<file path="src/rtl/serial_adder_ctrl.sv">
// serial_adder_ctrl -- bit-serial adder/subtractor controller.
//
// Accepts an operation on start, then runs every result bit through a single
// full adder, LSB first, one bit per clock. Subtraction is done as
// a + ~b + 1 by inverting b on load and seeding the carry with 1.
//
// Ports:
//   clk        system clock, rising edge active
//   reset      asynchronous, active-high reset
//   start      request a new operation (accepted only in IDLE)
//   sub        0 = a+b, 1 = a-b; sampled with start
//   a, b       operands; sampled with start
//   busy       high while an operation is in progress (RUN and DONE)
//   done       one-cycle pulse, result valid
//   sum        result (driven directly by the result shift register)
//   carry_out  carry out of the MSB (for subtraction 1 = no borrow)
//   overflow   two's-complement signed overflow

// full_adder -- single-bit full adder.
// Ports: a, b, carry_in -> sum, carry_out
module full_adder (
    input  logic a,
    input  logic b,
    input  logic carry_in,
    output logic sum,
    output logic carry_out
);
    assign sum       = a ^ b ^ carry_in;
    assign carry_out = (a & b) | (a & carry_in) | (b & carry_in);
endmodule

// state | meaning
// ------+-------------------------------------------------------------
// IDLE  | waiting for start; result outputs hold their last values
// RUN   | one bit per cycle through the full adder, WIDTH cycles
// DONE  | single cycle with done=1, then back to IDLE unconditionally
module serial_adder_ctrl #(
    parameter int WIDTH = 32
) (
    input  logic             clk,
    input  logic             reset,
    input  logic             start,
    input  logic             sub,
    input  logic [WIDTH-1:0] a,
    input  logic [WIDTH-1:0] b,
    output logic             busy,
    output logic             done,
    output logic [WIDTH-1:0] sum,
    output logic             carry_out,
    output logic             overflow
);
    localparam int             CW   = $clog2(WIDTH);
    localparam logic [CW-1:0]  LAST = CW'(WIDTH - 1);

    typedef enum logic [1:0] {
        IDLE = 2'd0,
        RUN  = 2'd1,
        DONE = 2'd2
    } state_t;

    state_t           state;
    logic [WIDTH-1:0] a_sr;
    logic [WIDTH-1:0] b_sr;
    logic [WIDTH-1:0] res_sr;
    logic             carry;
    logic [CW-1:0]    cnt;

    logic             fa_sum;
    logic             fa_cout;

    // The only adder in the block; every result bit comes through here.
    full_adder u_fa (
        .sum       (fa_sum),
        .carry_out (fa_cout),
        .a         (a_sr[0]),
        .b         (b_sr[0]),
        .carry_in  (carry)
    );

    assign sum = res_sr;

    always_ff @(posedge clk or posedge reset) begin
        if (reset) begin
            state     <= IDLE;
            a_sr      <= '0;
            b_sr      <= '0;
            res_sr    <= '0;
            carry     <= 1'b0;
            cnt       <= '0;
            busy      <= 1'b0;
            done      <= 1'b0;
            carry_out <= 1'b0;
            overflow  <= 1'b0;
        end else begin
            done <= 1'b0;
            case (state)
                IDLE: begin
                    if (start) begin
                        a_sr  <= a;
                        b_sr  <= sub ? ~b : b;
                        carry <= sub;
                        cnt   <= '0;
                        busy  <= 1'b1;
                        state <= RUN;
                    end
                end
                RUN: begin
                    // Bits enter at the MSB so that after WIDTH shifts the
                    // first computed bit sits at bit 0.
                    res_sr <= {fa_sum, res_sr[WIDTH-1:1]};
                    a_sr   <= {1'b0, a_sr[WIDTH-1:1]};
                    b_sr   <= {1'b0, b_sr[WIDTH-1:1]};
                    carry  <= fa_cout;
                    cnt    <= cnt + 1'b1;
                    if (cnt == LAST) begin
                        // Signed overflow: carry into the MSB differs from
                        // carry out of it.
                        overflow  <= carry ^ fa_cout;
                        carry_out <= fa_cout;
                        done      <= 1'b1;
                        state     <= DONE;
                    end
                end
                DONE: begin
                    busy  <= 1'b0;
                    state <= IDLE;
                end
                default: begin
                    busy  <= 1'b0;
                    state <= IDLE;
                end
            endcase
        end
    end
endmodule

</file>
<file path="config.mk">
export PLATFORM = sky130hd
export DESIGN_NAME = serial_adder_ctrl
export DESIGN_NICKNAME = d
export VERILOG_FILES = /design/src/rtl/serial_adder_ctrl.sv
export SDC_FILE = /design/constraint.sdc
export NUM_CORES = 1
export LEC_CHECK = 0
export CAP_MARGIN = 5
export CORE_AREA = 2 2 88 107
export CTS_BUF_LIST = sky130_fd_sc_hd__clkbuf_4 sky130_fd_sc_hd__clkbuf_8 sky130_fd_sc_hd__clkbuf_16
export CTS_CLUSTER_DIAMETER = 30
export CTS_CLUSTER_SIZE = 12
export DETAILED_ROUTE_END_ITERATION = 8
export DIE_AREA = 0 0 90 109
export DONT_BUFFER_PORTS = 1
export PLACE_DENSITY = 0.74
export SYNTH_ARGS = -nofsm -noshare
export SYNTH_HDL_FRONTEND = slang
export SYNTH_SLANG_ARGS = --single-unit
</file>
<file path="constraint.sdc">
create_clock -name clk -period 6.1 [get_ports clk]
set_input_delay 1.22 -clock clk [delete_from_list [all_inputs] [get_ports clk]]
set_output_delay 1.22 -clock clk [all_outputs]
set_load 0.05 [all_outputs]
</file>
==> Word level (Yosys, flattened, before mapping) <==
Index checks and enable logic that the tools add are counted.
{ "op_classes": {"eq_ne": 4, "reduce_logical": 6, "add_sub_neg": 1, "bitwise_logic": 10, "muxes": 16} }
{ "ops": {"columns": ["cell", "n"], "rows": [
  ["$pmux 32 s2", 2],
  ["$mux 32", 3],
  ["$not 32->32", 1],
  ["$pmux 5 s2", 1],
  ["$reduce_and 2->1", 4],
  ["$add 5x1->5 const B", 1],
  ["$eq 5x5->1 const B", 1],
  ["$mux 5", 1],
  ["$mux 1", 4],
  ["$mux 2", 2],
  ["$ne 2x2->1 const B", 2],
  ["$pmux 1 s2", 2],
  ["$pmux 2 s2", 1],
  ["$and 1x1->1", 3],
  ["$xor 1x1->1", 3],
  ["$eq 2x1->1 const B", 1],
  ["$logic_not 2->1", 1],
  ["$or 1x1->1", 2],
  ["$reduce_bool 2->1", 1],
  ["$not 1->1", 1]
]} }
{ "totals": {"in_bits": 68, "output_inout_bits": 36, "ff_bits": 108} }

==> Logic depth before layout (Yosys ltp) <==
{ "logic_depth": {"depth_word": 4, "ltp_mapped": 6} }

==> Hierarchy <==
Synthesis repeated with hierarchy kept, for this count alone.
{ "hier_totals": {"hier_cells": 444, "hier_area_um2": 5022.3} }
{ "by_module_without_submodules": {"columns": ["module", "area_each_um2", "seq_area_each_um2", "instances", "cells_each"], "rows": [
  ["serial_adder_ctrl", 5002.3, 2702.6, 1, 443],
  ["full_adder", 20.0, 0.0, 1, 1]
]} }

==> Worst setup path before layout <==
No wires, ideal clock.
{ "synth_timing": {"path_kind": "input -> register", "startpoint": "input port start", "endpoint": "register b_sr[1]", "stages": 4, "n_path_buf": 2, "arrival_time_ns": 2.004, "setup_ns": 0.086, "path_slack_ns": 4.010, "path_cell_list": "or3b_1 > buf_6 > buf_6 > o221ai_2"} }
{ "synth_via": {"elab_chain_cells": 2} }
{ "synth_rtl": {"columns": ["item", "line_no", "source"], "rows": [
  ["start, declared", "42", "input logic start,"],
  ["$ne 2x2->1 (no source line)", null, null],
  ["$reduce_and 2->1 (no source line)", null, null],
  ["end signal, assigned", "100", "b_sr <= sub ? ~b : b;"],
  ["end signal, assigned", "112", "b_sr <= {1'b0, b_sr[WIDTH-1:1]};"],
  ["end, declared", "63", "logic [WIDTH-1:0] b_sr;"]
]} }
Every way passes these cells.
A chain may end at the register's enable or synchronous reset.

==> Final worst setup path <==
{ "layout_timing": {"startpoint": "register state[1]", "endpoint": "register b_sr[27]"} }
{ "layout_via": {"elab_chain_cells": 3} }
{ "layout_rtl": {"columns": ["item", "line_no", "source"], "rows": [
  ["start, declared", "61", "state_t state;"],
  ["start signal, assigned", "84", "state <= IDLE;"],
  ["start signal, assigned", "104", "state <= RUN;"],
  ["start signal, assigned", "121", "state <= DONE;"],
  ["$eq 2x1->1 or $logic_not 2->1 (tied branches)", "96", "case (state)"],
  ["$reduce_bool 2->1 (no source line) or $ne 2x2->1 (tied branches)", null, null],
  ["$reduce_and 2->1 (no source line)", null, null]
]} }
Several ways; a longest one is shown, not always the timed one.

==> impl_metrics.yaml <==
outcome:
  status: "complete, no violations"
die:
  start_util: 0.577
  die_x_um: 90
  io_pins: 104
  num_rows: 38
  dieArea_um2: 9810
  die_h_um: 109
  core_area_um2: 8840
synthesis:
  netlist_instances: 444
  synth-seq-cells: 108
  synth_top_area_share: 0.530
  yosys_warnings: 0
  synth_enable_flop_cells: 0
  syn_area_um2: 5100
  post-synth-top-area-cell: "dfrtp_1"
  post_synth_num_cell_types: 29
  synth_most_common_cell: "dfrtp_1"
  synth_commonest_cells: "dfrtp_1, nand2_1, mux2_2, o21ai_0, xnor2_1"
  synth_ff_type: "dfrtp_1"
  synth_area_leaders: "dfrtp_1, o221ai_2, mux2_2"
  yosysSeqAreaShare: 0.530
  syn_avg_cell_area_um2: 11.5
  synth-async-reset-ratio: 1.00
  synth_nets: 515
global_route:
  grt_usage: 0.206
  antenna_found_initial: 0
  grt_start_max_net_pins: 72
  grt-ovfl-total: 0
  grt_pass1_vias: 3363
  grt_pass1_wl_um: 16400
setup_path:
  worstSetupEndpointType: "register"
  cp.depth: 3
  cpPeakStageDelay_ns: 0.91
  cp_max_fo: 46
  critPathTopFamily: "simple AND/OR/NAND/NOR gates"
  reg2reg_depth: 3
  slowest_stage: "or3b_2"
  cp-start-kind: "register"
  arrival_ns: 2.84
  crit_type: "register to register"
  path_buf_inv: 1
  crit_chain: "buf_4 > or3b_2 > o221ai_1"
  worstPathRequired_ns: 6.29
finish:
  drive_gt1_frac: 0.208
  area_growth_pct: 3.92
  multiInputGateArea_um2: 2180
  utilization: 0.599
  final_cells: 548
  regArea_um2: 2710
  antennaDiodeCount: 0
  nNetsFinal: 494
  fill_cells: 764
flow_run:
  maxCapViolCount: 0
power_and_ir_drop:
  pwr-share-seq: 0.578
  p_per_area_nw_per_um2: 539
  intPower_mw: 1.63
  swShare: 0.430
  pwr-share-clk: 0.158
  peakVddDrop_uv: 464
  leakage_nw: 2.16
  comb_power_share: 0.264
  p_sw_mw: 1.23
timing:
  hold_ws_ns: 0.477
  max_freq_ghz: 0.377
  min_period_ns: 2.65
  timing.final.crit_share: 0.435
  tightest_slew_ns: 1.08
  tns_ns: 0
  finalClockSkew_ns: 0.00984
  drv_slew: 0
  hold_viol_final: 0
  grt_setup_unrepaired: "no"
  max-slew-margin-rel: 0.283
  setup_viol: 0
clock_network:
  htree_num_levels: 3
  cts.sinks: 108
  clk_pin_slew_ns: 0.09
  worstSkewPairLatency_ns: 0.35
  cts_root_buffer: "clkbuf_8"
  ctsHoldBuffers: 0
  post_cts_buffers: 0
  cts_buffers: 9
  clockBufferDepth: 2
  cts_tree: "yes"
  cts_resized: 0
placement:
  io_buffers: 0
  place_congestion: 0.816
  dp.cells: 532
  dp_hpwl_um: 6240
route:
  firstDrtPassIters: 4
  routedWlPerCell_um: 17.7
  drtIter0Drc: 170
  drc: 0
  final_antenna_net_count: 0
  vias_per_cell: 5.88
  vias: 3221
  routed_wl_um: 9700
hold_path:
  hold_path_depth: 1
  hold_class: "register to register"
## layer usage
layer | up-vias | global-route usage | part of all wire
met5 | - | 0 | 0
met4 | 0 | 0.0747 | 0.019
met3 | 14 | 0.0525 | 0.057
met2 | 80 | 0.336 | 0.50
met1 | 1607 | 0.271 | 0.42
li1 | 1520 | - | -
## flip-flops by register name (all words and copies together), names as in the netlist
signal     flops
a_sr          32
b_sr          32
busy           1
carry          1
carry_out      1
cnt            5
done           1
overflow       1
state          2
sum           32
## per-stage QoR
step	power [mW]	cell area, um^2	setup slack, ns
final	2.86	5300	3.45
after global routing	3.04	5300	3.23
after CTS	2.89	5300	3.41
after detailed placement	2.44	5090	3.43
after global placement	2.39	5090	3.49
after floorplan	2.29	5100	2.03
## final cells by class
type                       count  area share
tap                          120      0.0283
sequential                   108       0.510
clock buffer                  13      0.0314
inverter                       2     0.00189
clock inverter                 3     0.00850
timing repair buffer           6     0.00850
multi-input combinational    296       0.411
## kinds of logic (layout without fill, tap and decap cells)
kind of cell / count (synthesis) / after routing / synth area share
compound gates: 117 / 117 / 0.189
mux: 36 / 36 / 0.0790
flops: 108 / 108 / 0.530
simple gates: 107 / 107 / 0.0900
buf+inv: 40 / 24 / 0.0466
xor+xnor: 33 / 33 / 0.0567
fa+ha+maj: 3 / 3 / 0.00883
## cells in the final DEF (no fill, tap or decap), drive strengths merged
cell type  count
or3b           1
nor2b         13
and2           2
inv            2
fa             1
o21bai         1
xnor2         33
clkbuf        13
bufinv         1
a22oi         32
dfrtp        108
nand2         86
o221ai        31
mux2i          2
o21ai         35
a22o           3
buf            6
and2b          2
ha             2
mux2          34
nand2b         1
and3           1
nand4          1
clkinvlp       2
a21oi         15
## worst paths after layout
kind                          start  endpoint  slack (ns)
max in group asynchronous     reset  b_sr[31]        4.15
hold reg to reg              cnt[3]    cnt[3]        0.48
setup reg to reg           state[1]  b_sr[27]        3.45
setup / recovery           state[1]  b_sr[27]        3.45
min in group asynchronous     reset   b_sr[4]        0.88
hold / removal               cnt[3]    cnt[3]        0.48
## power groups by stage
stage                     logic, mW  clock network (mW)  registers, mW
final                         0.754               0.451           1.65
after global routing          0.847               0.492           1.70
after CTS                     0.765               0.466           1.66
after detailed placement      0.770                   0           1.67
after global placement        0.728                   0           1.66
after floorplan               0.719                   0           1.57
Note: power is estimated with default switching activity, not from simulation.
